$ cat config.mk
export PLATFORM = sky130hd
export DESIGN_NAME = gray_ptr_decoder_flat
export DESIGN_NICKNAME = d
export VERILOG_FILES = /design/src/rtl/gray_pkg.sv /design/src/rtl/gray_ptr_decoder_if.sv /design/src/rtl/gray_sync.sv /design/src/rtl/gray_ptr_decoder.sv /design/src/flat_wrapper.sv
export SDC_FILE = /design/constraint.sdc
export NUM_CORES = 1
export LEC_CHECK = 0
export BUFFER_PORTS_ARGS = -buffer_cell sky130_fd_sc_hd__clkbuf_2
export CAP_MARGIN = 5
export CORE_MARGIN = 3
export CORE_UTILIZATION = 40
export DETAILED_ROUTE_END_ITERATION = 7
export GPL_TIMING_DRIVEN = 0
export PLACE_DENSITY = 0.62
export SLEW_MARGIN = 40
export SYNTH_ARGS = -nofsm -noshare
export SYNTH_HDL_FRONTEND = slang
export SYNTH_SLANG_ARGS = --single-unit
export TNS_END_PERCENT = 10
$ cat constraint.sdc
create_clock -name clk -period 2.45 [get_ports clk]
set_clock_uncertainty 0.15 [all_clocks]
set_input_delay 0.245 -clock clk [delete_from_list [all_inputs] [get_ports clk]]
set_output_delay 0.245 -clock clk [all_outputs]
set_load 0.005 [all_outputs]
$ cat src/rtl/gray_pkg.sv
// Shared Gray-code helpers: bin2gray, gray2bin, popcount.
// Functions work on MAX_W-bit words; callers zero-extend narrower values
// and truncate results. Zero extension is harmless for both conversions.
package gray_pkg;

  localparam int ERR_CNT_W = 8;
  localparam int MAX_W     = 32;

  typedef logic [MAX_W-1:0] word_t;

  function automatic word_t bin2gray(input word_t b);
    return b ^ (b >> 1);
  endfunction

  // Pure XOR cascade from the MSB down, no carry chain.
  function automatic word_t gray2bin(input word_t g);
    word_t b;
    b[MAX_W-1] = g[MAX_W-1];
    for (int i = MAX_W - 2; i >= 0; i--) begin
      b[i] = b[i+1] ^ g[i];
    end
    return b;
  endfunction

  function automatic int unsigned popcount(input word_t v);
    int unsigned n;
    n = 0;
    for (int i = 0; i < MAX_W; i++) begin
      n += 32'(v[i]);
    end
    return n;
  endfunction

endpackage

$ cat src/rtl/gray_ptr_decoder_if.sv
// Bundle between the Gray pointer source side and the decoder.
// master: consumer logic driving gray_in / clr_err and reading results.
// slave : the decoder itself.
interface gray_ptr_decoder_if
  import gray_pkg::*;
#(
  parameter int WIDTH = 4
);
  logic [WIDTH-1:0]     gray_in;
  logic                 clr_err;
  logic [WIDTH-1:0]     bin_out;
  logic                 bin_valid;
  logic                 up;
  logic                 step_err;
  logic [ERR_CNT_W-1:0] err_cnt;

  modport master (
    output gray_in, clr_err,
    input  bin_out, bin_valid, up, step_err, err_cnt
  );

  modport slave (
    input  gray_in, clr_err,
    output bin_out, bin_valid, up, step_err, err_cnt
  );
endinterface

$ cat src/rtl/gray_sync.sv
// Per-bit multi-flop synchronizer for an asynchronous Gray bus.
// STAGES flops deep (legal 2..4), async active-low reset to zero.
module gray_sync #(
  parameter int WIDTH  = 4,
  parameter int STAGES = 2
) (
  input  logic             clk,
  input  logic             rst_n,
  input  logic [WIDTH-1:0] d,
  output logic [WIDTH-1:0] q
);

  logic [WIDTH-1:0] sync_q [STAGES];

  // Shift the async input through the flop chain.
  always_ff @(posedge clk or negedge rst_n) begin
    if (!rst_n) begin
      for (int i = 0; i < STAGES; i++) begin
        sync_q[i] <= '0;
      end
    end else begin
      sync_q[0] <= d;
      for (int i = 1; i < STAGES; i++) begin
        sync_q[i] <= sync_q[i-1];
      end
    end
  end

  assign q = sync_q[STAGES-1];

endmodule

$ cat src/rtl/gray_ptr_decoder.sv
// Receive-side Gray pointer decoder: synchronize, decode to binary,
// strobe on change, report direction and flag multi-bit steps.
// Optional macro GRAY_PTR_DECODER_ERR_CNT_EN builds a saturating
// illegal-step counter on err_cnt; otherwise err_cnt is tied to zero.
module gray_ptr_decoder
  import gray_pkg::*;
#(
  parameter int WIDTH       = 4,
  parameter int SYNC_STAGES = 2
) (
  input  logic                clk,
  input  logic                rst_n,
  gray_ptr_decoder_if.slave   bus
);

  logic [WIDTH-1:0] g_s;
  logic [WIDTH-1:0] g_prev;
  logic [WIDTH-1:0] bin_q;
  logic [WIDTH-1:0] bin_next;
  logic [WIDTH-1:0] bin_inc;
  logic             valid_q;
  logic             up_q;
  logic             err_q;
  logic             changed;
  logic             illegal;

  gray_sync #(
    .WIDTH  (WIDTH),
    .STAGES (SYNC_STAGES)
  ) u_sync (
    .clk   (clk),
    .rst_n (rst_n),
    .d     (bus.gray_in),
    .q     (g_s)
  );

  // Decode and step classification of the synchronized value.
  always_comb begin
    bin_next = WIDTH'(gray2bin(MAX_W'(g_s)));
    bin_inc  = bin_q + WIDTH'(1);
    changed  = (g_s != g_prev);
    illegal  = (popcount(MAX_W'(g_s ^ g_prev)) > 1);
  end

  // Compare/decode stage; a multi-bit step is still accepted, only flagged.
  always_ff @(posedge clk or negedge rst_n) begin
    if (!rst_n) begin
      g_prev  <= '0;
      bin_q   <= '0;
      valid_q <= 1'b0;
      up_q    <= 1'b0;
    end else begin
      valid_q <= changed;
      if (changed) begin
        g_prev <= g_s;
        bin_q  <= bin_next;
        up_q   <= (bin_next == bin_inc);
      end
    end
  end

  // Sticky error flag; a new illegal step wins over a clear.
  always_ff @(posedge clk or negedge rst_n) begin
    if (!rst_n) begin
      err_q <= 1'b0;
    end else if (illegal) begin
      err_q <= 1'b1;
    end else if (bus.clr_err) begin
      err_q <= 1'b0;
    end
  end

`ifdef GRAY_PTR_DECODER_ERR_CNT_EN
  logic [ERR_CNT_W-1:0] cnt_q;

  // Saturating illegal-step counter; clear plus a new error leaves 1.
  always_ff @(posedge clk or negedge rst_n) begin
    if (!rst_n) begin
      cnt_q <= '0;
    end else if (bus.clr_err) begin
      cnt_q <= illegal ? ERR_CNT_W'(1) : '0;
    end else if (illegal && (cnt_q != '1)) begin
      cnt_q <= cnt_q + ERR_CNT_W'(1);
    end
  end

  assign bus.err_cnt = cnt_q;
`else
  assign bus.err_cnt = '0;
`endif

  assign bus.bin_out   = bin_q;
  assign bus.bin_valid = valid_q;
  assign bus.up        = up_q;
  assign bus.step_err  = err_q;

endmodule

$ cat src/flat_wrapper.sv
// flat-port wrapper written by rule: the top's interface ports become plain ports
module gray_ptr_decoder_flat import gray_pkg::*;
#(
  parameter int WIDTH       = 4,
  parameter int SYNC_STAGES = 2
)
  (clk, rst_n, bus_gray_in, bus_clr_err, bus_bin_out, bus_bin_valid, bus_up, bus_step_err, bus_err_cnt);
  gray_ptr_decoder_if #(.WIDTH(WIDTH)) bus_i ();
  input  logic clk;
  input  logic rst_n;
  input wire logic [$bits(bus_i.gray_in)-1:0] bus_gray_in;
  input wire logic [$bits(bus_i.clr_err)-1:0] bus_clr_err;
  output wire logic [$bits(bus_i.bin_out)-1:0] bus_bin_out;
  output wire logic [$bits(bus_i.bin_valid)-1:0] bus_bin_valid;
  output wire logic [$bits(bus_i.up)-1:0] bus_up;
  output wire logic [$bits(bus_i.step_err)-1:0] bus_step_err;
  output wire logic [$bits(bus_i.err_cnt)-1:0] bus_err_cnt;
  assign bus_i.gray_in = bus_gray_in;
  assign bus_i.clr_err = bus_clr_err;
  assign bus_bin_out = bus_i.bin_out;
  assign bus_bin_valid = bus_i.bin_valid;
  assign bus_up = bus_i.up;
  assign bus_step_err = bus_i.step_err;
  assign bus_err_cnt = bus_i.err_cnt;
  gray_ptr_decoder #(.WIDTH(WIDTH), .SYNC_STAGES(SYNC_STAGES)) u_core (.clk(clk), .rst_n(rst_n), .bus(bus_i));
endmodule
==> summary.txt <==
Status
  – Result of the run: complete, no violations

Place
  – Dpl ws: 451 ps
  – Count of input and output buffers: 13
  – Placed cells: between 100 and 150
  – Last weighted congestion value of the routability-driven placer: 0.767

Clocking
  – Clock H-tree levels: 1
  – Number of clock buffers inserted by TritonCTS: 3
  – Largest buffer count on any clock path: 2
  – Clock Tree Root: clkbuf_4
  – TritonCTS clock tree: done
  – Number of clock sinks: 18
  – CTS clk-pin slew, worst paths: 100 ps
  – Worst-skew pair later-pin latency: 290 ps

Timing
  – Slack of the critical path: around 450 ps
  – Total count of max-transition violations in the final report: 0
  – Max Fclk: 500 MHz
  – Unrepaired setup endpoints after global routing: false
  – Final critical path time including I/O delays and setup: 2000 ps
  – Portion of the clock cycle consumed by the worst path in the final layout: roughly 82%
  – Final hold vios: 0
  – Sum of negative setup slack: 0 ps
  – Total of endpoints with negative setup slack in the final report: 0

Floorplan
  – Die extent in x: between 50 and 60 µm
  – # rows: 16
  – # IOs: 22
  – Die Footprint: approximately 2800 µm²
  – Area of the core: 2000 µm²
  – Overall die height: 52.7 µm
  – Initial Util: 43.5%

Yosys
  – Combined area of all synthesized cells: ~870 µm²
  – Number of distinct standard cells referenced by the synthesized netlist: 27
  – Sequential-to-total area share from yosys stat: 51.7%
  – Synthesized instance count: 76
  – Number of flip-flops and latches in the synthesized netlist: 18
  – Leading area contributor after synthesis: dfrtp_1
  – Yosys warns: 0
  – Most common cell in the synthesized netlist: dfrtp_1
  – Number of flops mapped to enable cells by yosys: 0
  – Top cells by area, synth: dfrtp_1 (52%), buf_4 (7.8%), ha_1 (5.7%)
  – Async set-reset flop share out of synthesis: between 90% and 100%
  – Avg Inst Size Synth: 11.5 µm²
  – Fraction of synthesized cell area taken by the top area cell type: 51.7%
  – Primary flip-flop cell chosen by synthesis mapping: dfrtp_1
  – Synth top cells by count: dfrtp_1 (18), buf_4 (9), inv_1 (6)

Global routing
  – Wire length of the first global-routing pass: 2240 µm
  – Via count of the first global-routing pass: 542
  – Maximum number of pins on one net before global-route repair: 19
  – Antenna violations before repair: 0
  – Global router's overall resource usage: 11.5%
  – Remaining global-route overflow: 0

Detailed routing
  – Count of routing violations after the opening detailed-route iteration: 9
  – Vias post-DR: 573
  – Drt via density: 4.34
  – Average routed wire per standard cell: 9.73 µm
  – Drc violations: 0
  – Drt total wl: about 1300 µm
  – Remaining antenna violation count after routing: 0
  – Detailed Routing Iterations Pass 1: 4

Critical path
  – Crit path launch type: register
  – Worst setup path startpoint: u_core.u_sync.q[0]
  – Kind of end point of the critical path: register
  – Origin of the critical flop-to-flop path: u_core.u_sync.q[0]
  – Data required time of the worst path: around 2500 ps
  – Critical path peak fanout: 6
  – Arrival @ worst endpoint: 2030 ps
  – Category of the most critical setup path: register to register

Final layout
  – Fraction of final layout cells with drive strength greater than 1: 29.5%
  – Count of antenna diodes in the layout: 0
  – Final Instance Count excl. Fillers: 132
  – Number of nets in the layout: approximately 120
  – Area Overhead vs Synth: 24.3%

Min path
  – Worst min-delay path class: input pin to register
  – Hold path startpoint: bus_clr_err

Power
  – Maximum ir drop on the vdd rail: 437 µV
  – Ratio of total power to cell area: roughly 660 nW/µm²
  – Total leakage power: between 0.5 and 0.6 nW

Flow run
  – Max-cap check violation count: 0
[what timing repair did]
action                    in CTS  in global routing
resized for setup              0                  0
buffers inserted               0                  0
hold endpoints to repair      22                  0
hold buffers                   5                  0
[logic make-up (layout without fill, tap and decap cells)]
| logic type | count (synthesis) | in the layout | synth area share [%] |
|---|---|---|---|
| multiplexers | 3 | 3 | 3.74 |
| XOR/XNOR | 10 | 10 | 10.9 |
| buffers and inverters | 18 | 40 | 12.4 |
| AO/OA/AOI/OAI | 11 | 11 | 9.19 |
| adder cells (fa/ha/maj) | 4 | 4 | 5.75 |
| AND/OR/NAND/NOR | 11 | 11 | 5.89 |
| other | 1 | 8 | 0.431 |
| flip-flops | 18 | 18 | 51.7 |
[final cells by class]
class | instances | area [µm²]
buffer | 12 | 85.1
fill | 188 | 920
timing repair buffer | 18 | 115
multi-input combinational | 47 | 339
sequential | 18 | 450
inverter | 6 | 22.5
clock buffer | 4 | 36.3
tap | 27 | 33.8
[critical path, stage by stage (launching register included)]
cell and delay [ps]:
dfrtp_1 370, clkbuf_1 180, xnor2_1 250, ha_1 270
ha_1 290, a2111o_1 370
[per-layer routing]
layer	part of all wire [%]	wire length [µm]	GRT usage (%)
met5	0	0	0
met4	1.4	18	7.66
met3	7.3	94	3.42
met2	49	626	18.8
met1	42	545	12.9
[cell usage in the layout (no fill, tap or decap)]
master	instances
dfrtp_1	18
clkbuf_2	13
buf_4	9
conb_1	8
inv_1	6
dlygate4sd3_1	6
xnor2_1	5
xor2_1	4
nand2_1	4
ha_1	4
o21ai_0	3
clkbuf_4	3
clkbuf_1	2
nor2_1	2
mux2_2	2
nand3_1	2
nand2_2	1
xnor2_2	1
nor2b_1	1
a2111o_1	1
o21a_1	1
a211o_1	1
or2_1	1
o32ai_1	1
o22ai_1	1
o21ai_1	1
o22ai_2	1
mux2i_1	1
a21oi_1	1
clkbuf_8	1
[final timing paths]
check | to | slack, ps | cells past startpoint
min in group asynchronous | u_core.bus.bin_out[0] | 260 | 2
max in group asynchronous | u_core.bus.step_err | 1580 | 2
max reg2reg | u_core.bus.step_err | 450 | 5
min | u_core.bus.step_err | 140 | 3
max | u_core.bus.step_err | 450 | 5
min reg2reg | u_core.u_sync.q[0] | 210 | 0
[registers in the layout (all words and copies together), names as in the netlist]
name	cells
u_core.bus.bin_out	4
u_core.bus.bin_valid	1
u_core.bus.step_err	1
u_core.bus.up	1
u_core.g_prev	3
u_core.u_sync.q	4
u_core.u_sync.sync_q	4
[stage by stage]
| stage | total power [W] | cell area [µm²] | hold slack, ps | util [%] |
|---|---|---|---|---|
| 6_report | 0.000713 | 1080 | 139 | 54.1 |
| 5_1_grt | 0.000765 | 1080 | 133 | 54.1 |
| 4_1_cts | 0.000724 | 1080 | 138 | 54.1 |
| 3_5_place_dp | 0.000533 | 996 | 66.0 | 49.8 |
| 3_3_place_gp | 0.000527 | 996 | 58.9 | 49.8 |
| 2_1_floorplan | 0.000481 | 897 | -201 | - |
[where the power goes]
part | switching, W | leakage (nW) | internal [W]
clock network | 0.0000913 | 0.0210 | 0.0000905
registers | 0.0000217 | 0.208 | 0.000325
logic | 0.0000884 | 0.312 | 0.0000957
total | 0.000201 | 0.541 | 0.000512
Power figures use the tool's default switching activity.
